## config.mk

```make
export PLATFORM = sky130hd
export DESIGN_NAME = add_arbiter
export DESIGN_NICKNAME = d
export VERILOG_FILES = /design/src/rtl/add_arbiter.sv
export SDC_FILE = /design/constraint.sdc
export NUM_CORES = 1
export LEC_CHECK = 0
export BUFFER_PORTS_ARGS = -buffer_cell sky130_fd_sc_hd__buf_4
export CORE_UTILIZATION = 55
export DETAILED_ROUTE_END_ITERATION = 12
export PLACE_DENSITY = 0.91
export SLEW_MARGIN = 10
export SYNTH_ARGS = -nofsm -noshare
export SYNTH_HDL_FRONTEND = slang
export SYNTH_SLANG_ARGS = --single-unit
```

## constraint.sdc

```tcl
create_clock -name clk -period 22.8 [get_ports clk]
set_input_delay 4.56 -clock clk [delete_from_list [all_inputs] [get_ports clk]]
set_output_delay 4.56 -clock clk [all_outputs]
set_load 0.01 [all_outputs]
```

## src/rtl/add_arbiter.sv

```systemverilog
// add_arbiter: two requesters share one signed WIDTH-bit ripple-carry adder.
// A round-robin arbiter grants one pending operation at a time. The grant
// captures the operands and walks them through LOAD -> EXEC -> RESP. The
// result is then held until the consumer accepts it.
//
// Ports:
//   clk, rst                      clock, synchronous active-high reset
//   r0_valid/r0_ready             requester 0 handshake
//   r0_inA, r0_inB, r0_Cin        requester 0 operands and carry-in
//   r1_*                          same for requester 1
//   rsp_valid/rsp_ready           response handshake
//   rsp_id                        requester that issued the held result
//   rsp_add, rsp_Co, rsp_ovf      sum, carry-out of MSB, signed overflow
//   op_count                      completed responses (wraps at 16 bits)
//   dbg_state                     current FSM state (IDLE=0 LOAD=1 EXEC=2 RESP=3)
//
// Handshake rule (both sides): a transfer happens on a rising edge where
// valid and ready are both high. A valid that drops before it is granted has
// no effect. Readys never depend on the other side's ready.

module add_arbiter_rca #(
  parameter int WIDTH = 32
) (
  input  logic [WIDTH-1:0] a,
  input  logic [WIDTH-1:0] b,
  input  logic             cin,
  output logic [WIDTH-1:0] sum,
  output logic             co
);
  logic [WIDTH:0] carry;

  assign carry[0] = cin;

  for (genvar i = 0; i < WIDTH; i++) begin : g_bit
    assign sum[i]     = a[i] ^ b[i] ^ carry[i];
    assign carry[i+1] = (a[i] & b[i]) | (carry[i] & (a[i] ^ b[i]));
  end

  assign co = carry[WIDTH];
endmodule

module add_arbiter #(
  parameter int WIDTH = 32
) (
  input  logic             clk,
  input  logic             rst,
  input  logic             r0_valid,
  output logic             r0_ready,
  input  logic [WIDTH-1:0] r0_inA,
  input  logic [WIDTH-1:0] r0_inB,
  input  logic             r0_Cin,
  input  logic             r1_valid,
  output logic             r1_ready,
  input  logic [WIDTH-1:0] r1_inA,
  input  logic [WIDTH-1:0] r1_inB,
  input  logic             r1_Cin,
  output logic             rsp_valid,
  input  logic             rsp_ready,
  output logic             rsp_id,
  output logic [WIDTH-1:0] rsp_add,
  output logic             rsp_Co,
  output logic             rsp_ovf,
  output logic [15:0]      op_count,
  output logic [1:0]       dbg_state
);

  typedef enum logic [1:0] {
    IDLE = 2'd0,
    LOAD = 2'd1,
    EXEC = 2'd2,
    RESP = 2'd3
  } state_t;

  state_t state, state_n;

  logic             last_grant;
  logic             gnt_id;
  logic             take;

  logic [WIDTH-1:0] op_a;
  logic [WIDTH-1:0] op_b;
  logic             op_cin;
  logic             op_id;

  logic [WIDTH-1:0] sum;
  logic             co;
  logic             ovf;

  // On a tie the requester that was not served last wins. With a single
  // valid that requester wins. gnt_id only matters when some valid is high.
  assign gnt_id = (r0_valid & r1_valid) ? ~last_grant : r1_valid;

  always_comb begin
    state_n  = state;
    r0_ready = 1'b0;
    r1_ready = 1'b0;
    take     = 1'b0;
    case (state)
      IDLE: begin
        if (!rst && (r0_valid || r1_valid)) begin
          r0_ready = ~gnt_id;
          r1_ready = gnt_id;
          take     = 1'b1;
          state_n  = LOAD;
        end
      end
      LOAD: state_n = EXEC;
      EXEC: state_n = RESP;
      RESP: begin
        if (rsp_ready) state_n = IDLE;
      end
      default: state_n = IDLE;
    endcase
  end

  add_arbiter_rca #(.WIDTH(WIDTH)) u_rca (
    .a   (op_a),
    .b   (op_b),
    .cin (op_cin),
    .sum (sum),
    .co  (co)
  );

  // Signed overflow: operands share a sign and the result sign differs.
  assign ovf = (op_a[WIDTH-1] == op_b[WIDTH-1]) & (sum[WIDTH-1] != op_a[WIDTH-1]);

  always_ff @(posedge clk) begin
    if (rst) begin
      state      <= IDLE;
      last_grant <= 1'b1;
      op_count   <= 16'd0;
      rsp_valid  <= 1'b0;
      rsp_add    <= '0;
      rsp_Co     <= 1'b0;
      rsp_ovf    <= 1'b0;
      rsp_id     <= 1'b0;
      op_a       <= '0;
      op_b       <= '0;
      op_cin     <= 1'b0;
      op_id      <= 1'b0;
    end else begin
      state <= state_n;
      if (take) begin
        op_a       <= gnt_id ? r1_inA : r0_inA;
        op_b       <= gnt_id ? r1_inB : r0_inB;
        op_cin     <= gnt_id ? r1_Cin : r0_Cin;
        op_id      <= gnt_id;
        last_grant <= gnt_id;
      end
      if (state == EXEC) begin
        rsp_add   <= sum;
        rsp_Co    <= co;
        rsp_ovf   <= ovf;
        rsp_id    <= op_id;
        rsp_valid <= 1'b1;
      end
      if (state == RESP && rsp_ready) begin
        rsp_valid <= 1'b0;
        op_count  <= op_count + 16'd1;
      end
    end
  end

  assign dbg_state = state;

endmodule

```

# [Yosys cells after proc, flatten, opt, wreduce, memory -nomap -nowiden]
# Index checks and enable logic that the tools add are counted.
[classes] addsub=1 n_eq_ne=7 n_mux=13 bitwise_logic=164 n_reduce_logical=7
[ops] operator="$and 1x1->1" count=66
[ops] operator="$mux 32" count=2
[ops] operator="$xor 1x1->1" count=64
[ops] operator="$or 1x1->1" count=32
[ops] operator="$add 16x1->16 const B" count=1
[ops] operator="$mux 1" count=8
[ops] operator="$pmux 2 s4" count=1
[ops] operator="$eq 2x2->1 const B" count=2
[ops] operator="$mux 2" count=2
[ops] operator="$ne 2x2->1 const B" count=2
[ops] operator="$eq 2x1->1 const B" count=1
[ops] operator="$logic_and 1x1->1" count=2
[ops] operator="$logic_not 2->1" count=1
[ops] operator="$not 1->1" count=2
[ops] operator="$reduce_and 2->1" count=1
[ops] operator="$reduce_or 2->1" count=1
[ops] operator="$eq 1x1->1" count=1
[ops] operator="$logic_not 1->1" count=1
[ops] operator="$logic_or 1x1->1" count=1
[ops] operator="$ne 1x1->1" count=1
[word_totals] reg_bits=121 in_bits=135 output_inout_bits=56 elab_cells=204

# [Logic depth before layout (Yosys ltp)]
[depth] ltp_word=66 mapped_depth=39 ltp_nobuf=39

# [Modules after synthesis]
# A second synthesis with hierarchy kept.
[unflattened] cells_unflattened=560 hier_area_um2=5718.0
[modules_own_cells] module="add_arbiter" instances=1 cells_each=518 area_per_inst_um2=5039.8 seq_area_each_um2=2422.3
[modules_own_cells] module="add_arbiter_rca" instances=1 cells_each=42 area_per_inst_um2=678.2 seq_area_each_um2=0.0

# [Worst setup path before layout]
# No wires, ideal clock.
[synth_path] path_kind="register to register" startpoint="reg op_a[0]" endpoint="reg rsp_ovf" setup_time_ns=0.128 arrival_time_ns=12.771 required_time_ns=22.672 setup_slack_ns=9.901 path_stages_with_launch=40 n_path_buf=0 synth_period_minus_slack_ns=12.899 cell_sequence="dfxtp_1 fa_1 fa_1 fa_1 fa_1 fa_1 fa_1 fa_1 fa_1 fa_1 fa_1 fa_1 fa_1 fa_1 fa_1 fa_1 fa_1 fa_1 (+4 left out) fa_1 fa_1 fa_1 fa_1 fa_1 fa_1 fa_1 fa_1 inv_1 fa_1 inv_1 fa_1 inv_1 fa_1 xor2_1 nor2_1 mux2i_1 nor2_1"
[synth_between] elab_chain_cells=66 elab_cells_between_ends=67 classes_between="1 x eq/ne; 66 x bitwise"
[synth_rtl] item="start, declared" line="80" rtl="logic [WIDTH-1:0] op_a;"
[synth_rtl] item="start signal, assigned" line="144" rtl="op_a <= gnt_id ? r1_inA : r0_inA;"
[synth_rtl] item="$xor 1x1->1" line="36" rtl="assign carry[i+1] = (a[i] & b[i]) | (carry[i] & (a[i] ^ b[i]));"
[synth_rtl] item="$and 1x1->1" line="36"
[synth_rtl] item="$or 1x1->1 (*)" line="36"
[synth_rtl] item="$and 1x1->1 (*)" line="36"
[synth_rtl] item="$or 1x1->1 (*)" line="36"
[synth_rtl] item="$and 1x1->1 (*)" line="36"
[synth_rtl] item="$or 1x1->1 (*)" line="36"
[synth_rtl] item="$and 1x1->1 (*)" line="36"
[synth_rtl] item="(+50 left out)"
[synth_rtl] item="$or 1x1->1 (*)" line="36"
[synth_rtl] item="$and 1x1->1 (*)" line="36"
[synth_rtl] item="$or 1x1->1 (*)" line="36"
[synth_rtl] item="$and 1x1->1 (*)" line="36"
[synth_rtl] item="$or 1x1->1 (*)" line="36"
[synth_rtl] item="$xor 1x1->1 (*)" line="35" rtl="assign sum[i] = a[i] ^ b[i] ^ carry[i];"
[synth_rtl] item="$ne 1x1->1 (*)" line="125" rtl="assign ovf = (op_a[WIDTH-1] == op_b[WIDTH-1]) & (sum[WIDTH-1] != op_a[WIDTH-1]);"
[synth_rtl] item="$and 1x1->1 (*)" line="125"
[synth_rtl] item="end signal, assigned" line="153" rtl="rsp_ovf <= ovf;"
[synth_rtl] item="end, declared" line="62" rtl="output logic rsp_ovf,"
# Every way passes the cells marked *; elsewhere a longest branch is shown, timed or not.
# A chain may end at the register's enable or synchronous reset.

# [Worst setup path in the final report]
# Ends and elaborated chain as after synthesis.

==> reports/summary.txt <==
Setup Skew -> 0.00624 ns
Clock power frac -> 31.4%
Mapped Cells -> 558
max-capacitance violation count -> 0
Layout Nets -> 904
Logic pwr share -> 31.2%
worst min-delay path class -> flop to flop
commonest non-fill, non-tap cell in the layout -> buf_4
Setup CP Type -> flop to flop
Worst setup SP type -> flop
FF+latch count, synth -> 121
Required @ worst endpoint -> 23.17 ns
critical path endpoint category -> flop
Mapped Nets -> 730
routed wire length -> 13,900 um
Final Setup Violations -> 0
fin. max-slew vios -> 0
first-pass GRT wire length -> 22,400 um
Internal -> 0.529 mW
DRC viols -> 0
htree depth -> 4
Synth Warn # -> 0
Via-to-Cell Ratio -> 5.41
wire length per cell -> 15.8 um
Post-Syn Area -> 0.00587 mm^2
CP max stage delay -> 0.45 ns
sum of negative setup slack -> 0 ns
Avg Cell Area, Syn -> 10.5 um^2
gpl congestion -> 0.797
gr usage total -> 26.0%
Net Sw Frac -> 32.0%
cts bufs inserted -> 17
Distinct cells, synth -> 34
DR vias -> 4,736
Die Wd -> 105 um
CTS Root Buffer Type -> clkbuf_8
vias in the first global route -> 4,852
Worst Path Max Fanout -> 2
total grt overflow -> 0
RSZ-0062 raised after global routing -> false
core area -> 0.0103 mm^2
Ant. Diodes -> 0
crit path time final -> 13.77 ns
Final Hold Viols -> 0
I/O Buffers -> 190
Synth-to-Final Area Change -> 33.9%
Die ar. -> 0.0111 mm^2
Clock Path Buffers -> 2
layout cell share with drive strength beyond 1 -> 35.0%
Initial Util -> 56.9%
Clock transition at path regs -> 0.05 ns
dpl hpwl -> 9810 um
switching power of the nets -> 0.249 mW
row cnt -> 37
post-CTS sizing -> 0
TritonCTS clock tree -> done
DRT antenna net count -> 0
Cells after DPL -> 849
normalized max-slew margin -> 30.7%
PD cells -> 99.0 mW/mm^2
DR iter-0 viols -> 172
sequential area share after synthesis -> 41.3%
sequential power share -> 37.5%
Initial DRT Pass Iterations -> 4
CP most frequent cell -> fa_1
Critical-path top delay cell -> fa_1
io pins -> 191
later-pin clock latency in the skew report -> 0.51 ns
crit share post-route -> 60.4%
Hold-fix buffers, CTS -> 0
status -> completed
pin count of the biggest net entering global routing -> 91
Peak VDD IR -> 53.9 uV
fmax -> 72.6 MHz
CP Data Arrival Time -> 14.13 ns
worst-margin pin slew -> 1.04 ns
final core utilization -> 76.1%
postcts setup bufs -> 0
initial antenna violation count -> 0
Finished Layout Cells -> 876
commonest non-fill, non-tap cells in the layout -> 195 x buf_4, 121 x dfxtp_1, 120 x nor2_1
CTS Sinks -> 121
Die H -> 105 um
leakage power -> 3.36 nW
Yosys cell counts, drive strengths merged:
library cell	n	share of area [%]
nor2b	2	0.21
fa	32	11
nand2	10	0.64
a211oi	68	11
mux2i	98	17
or3	1	0.11
clkbuf	14	0.90
o21ai	1	0.085
nor2	120	7.7
nor3	8	0.77
dfxtp	121	41
buf	26	2.6
xor2	4	0.60
mux2	1	0.19
a31o	1	0.15
a21boi	1	0.19
and4	1	0.15
xnor2	9	1.3
and2	1	0.11
nor3b	1	0.21
ha	5	1.1
nand2b	1	0.11
or3b	1	0.15
nand3	3	0.26
inv	13	0.83
a21oi	6	0.51
nand4	5	0.64
nor4	4	0.43
through the flow:
step / hold WS (ns) / area (um^2) / power, mW / worst slack [ns]
6_report: 0.466 / 7860 / 0.778 / 9.03
5_1_grt: 0.492 / 7860 / 0.823 / 8.61
4_1_cts: 0.475 / 7860 / 0.784 / 9.03
3_5_place_dp: 0.467 / 7320 / 0.535 / 9.17
3_3_place_gp: 0.449 / 7320 / 0.518 / 9.51
2_1_floorplan: 0.436 / 5870 / 0.457 / 9.90
sequential cells by signal, summed over array words and instances (netlist names):
signal and cells:
dbg_state 2, rsp_valid 1, op_a 32, last_grant 1, rsp_Co 1, rsp_ovf 1, op_count 16, rsp_id 1
rsp_add 32, op_cin 1, op_id 1, op_b 32
metal layers:
metal  GRT usage (%)  up-vias  part of all wire, %
met5               0        -                    0
met4            15.5        0                  4.2
met3            5.13       49                  4.8
met2            46.9      182                   53
met1            28.1     2231                   38
li1                -     2274                    -
final cells by class:
class / count / area, um^2
multi-input cells: 384 / 3210
fillers: 661 / 2460
flip-flops and latches: 121 / 2420
repair buffers: 195 / 1460
clock buffers: 24 / 500
well taps: 136 / 170
inverters: 13 / 48.8
clock inverters: 3 / 40.0
worst max-delay path, delay by kind of cell, from the launching register on:
family / cells / cell delay, ns
xor gates and xnor gates: 1 / 0.16
adders and majority gates: 32 / 12.67
DFF: 1 / 0.33
muxes: 1 / 0.13
buffers and inverters: 3 / 0.22
and+or+nand+nor: 2 / 0.12
path summary, 6_finish.rpt:
kind | start | to | slack (ns) | cells past startpoint
min reg2reg | op_id | op_id | 0.47 | 2
max reg2reg | op_a[0] | rsp_ovf | 9.03 | 39
min | op_id | op_id | 0.47 | 2
max | op_a[0] | rsp_ovf | 9.03 | 39
power by group through the flow:
stage	logic, mW	clock network [mW]	registers (mW)
3_5_place_dp	0.241	0	0.295
6_report	0.243	0.244	0.291
5_1_grt	0.269	0.257	0.297
4_1_cts	0.246	0.247	0.292
3_3_place_gp	0.226	0	0.291
2_1_floorplan	0.164	0	0.293
cells by family (layout without fill, tap and decap cells):
family                     count (synthesis)  count (layout)  share of synthesized area (%)
and+or+nand+nor                          158             158                           11.4
DFF                                      121             121                           41.3
muxes                                     99              99                           16.9
AOI/OAI and AO/OA                         77              77                           12.2
buffers and inverters                     53             235                           4.28
adders and majority gates                 37              37                           12.0
xor gates and xnor gates                  13              13                           1.94
(Power assumes the default switching activity.)
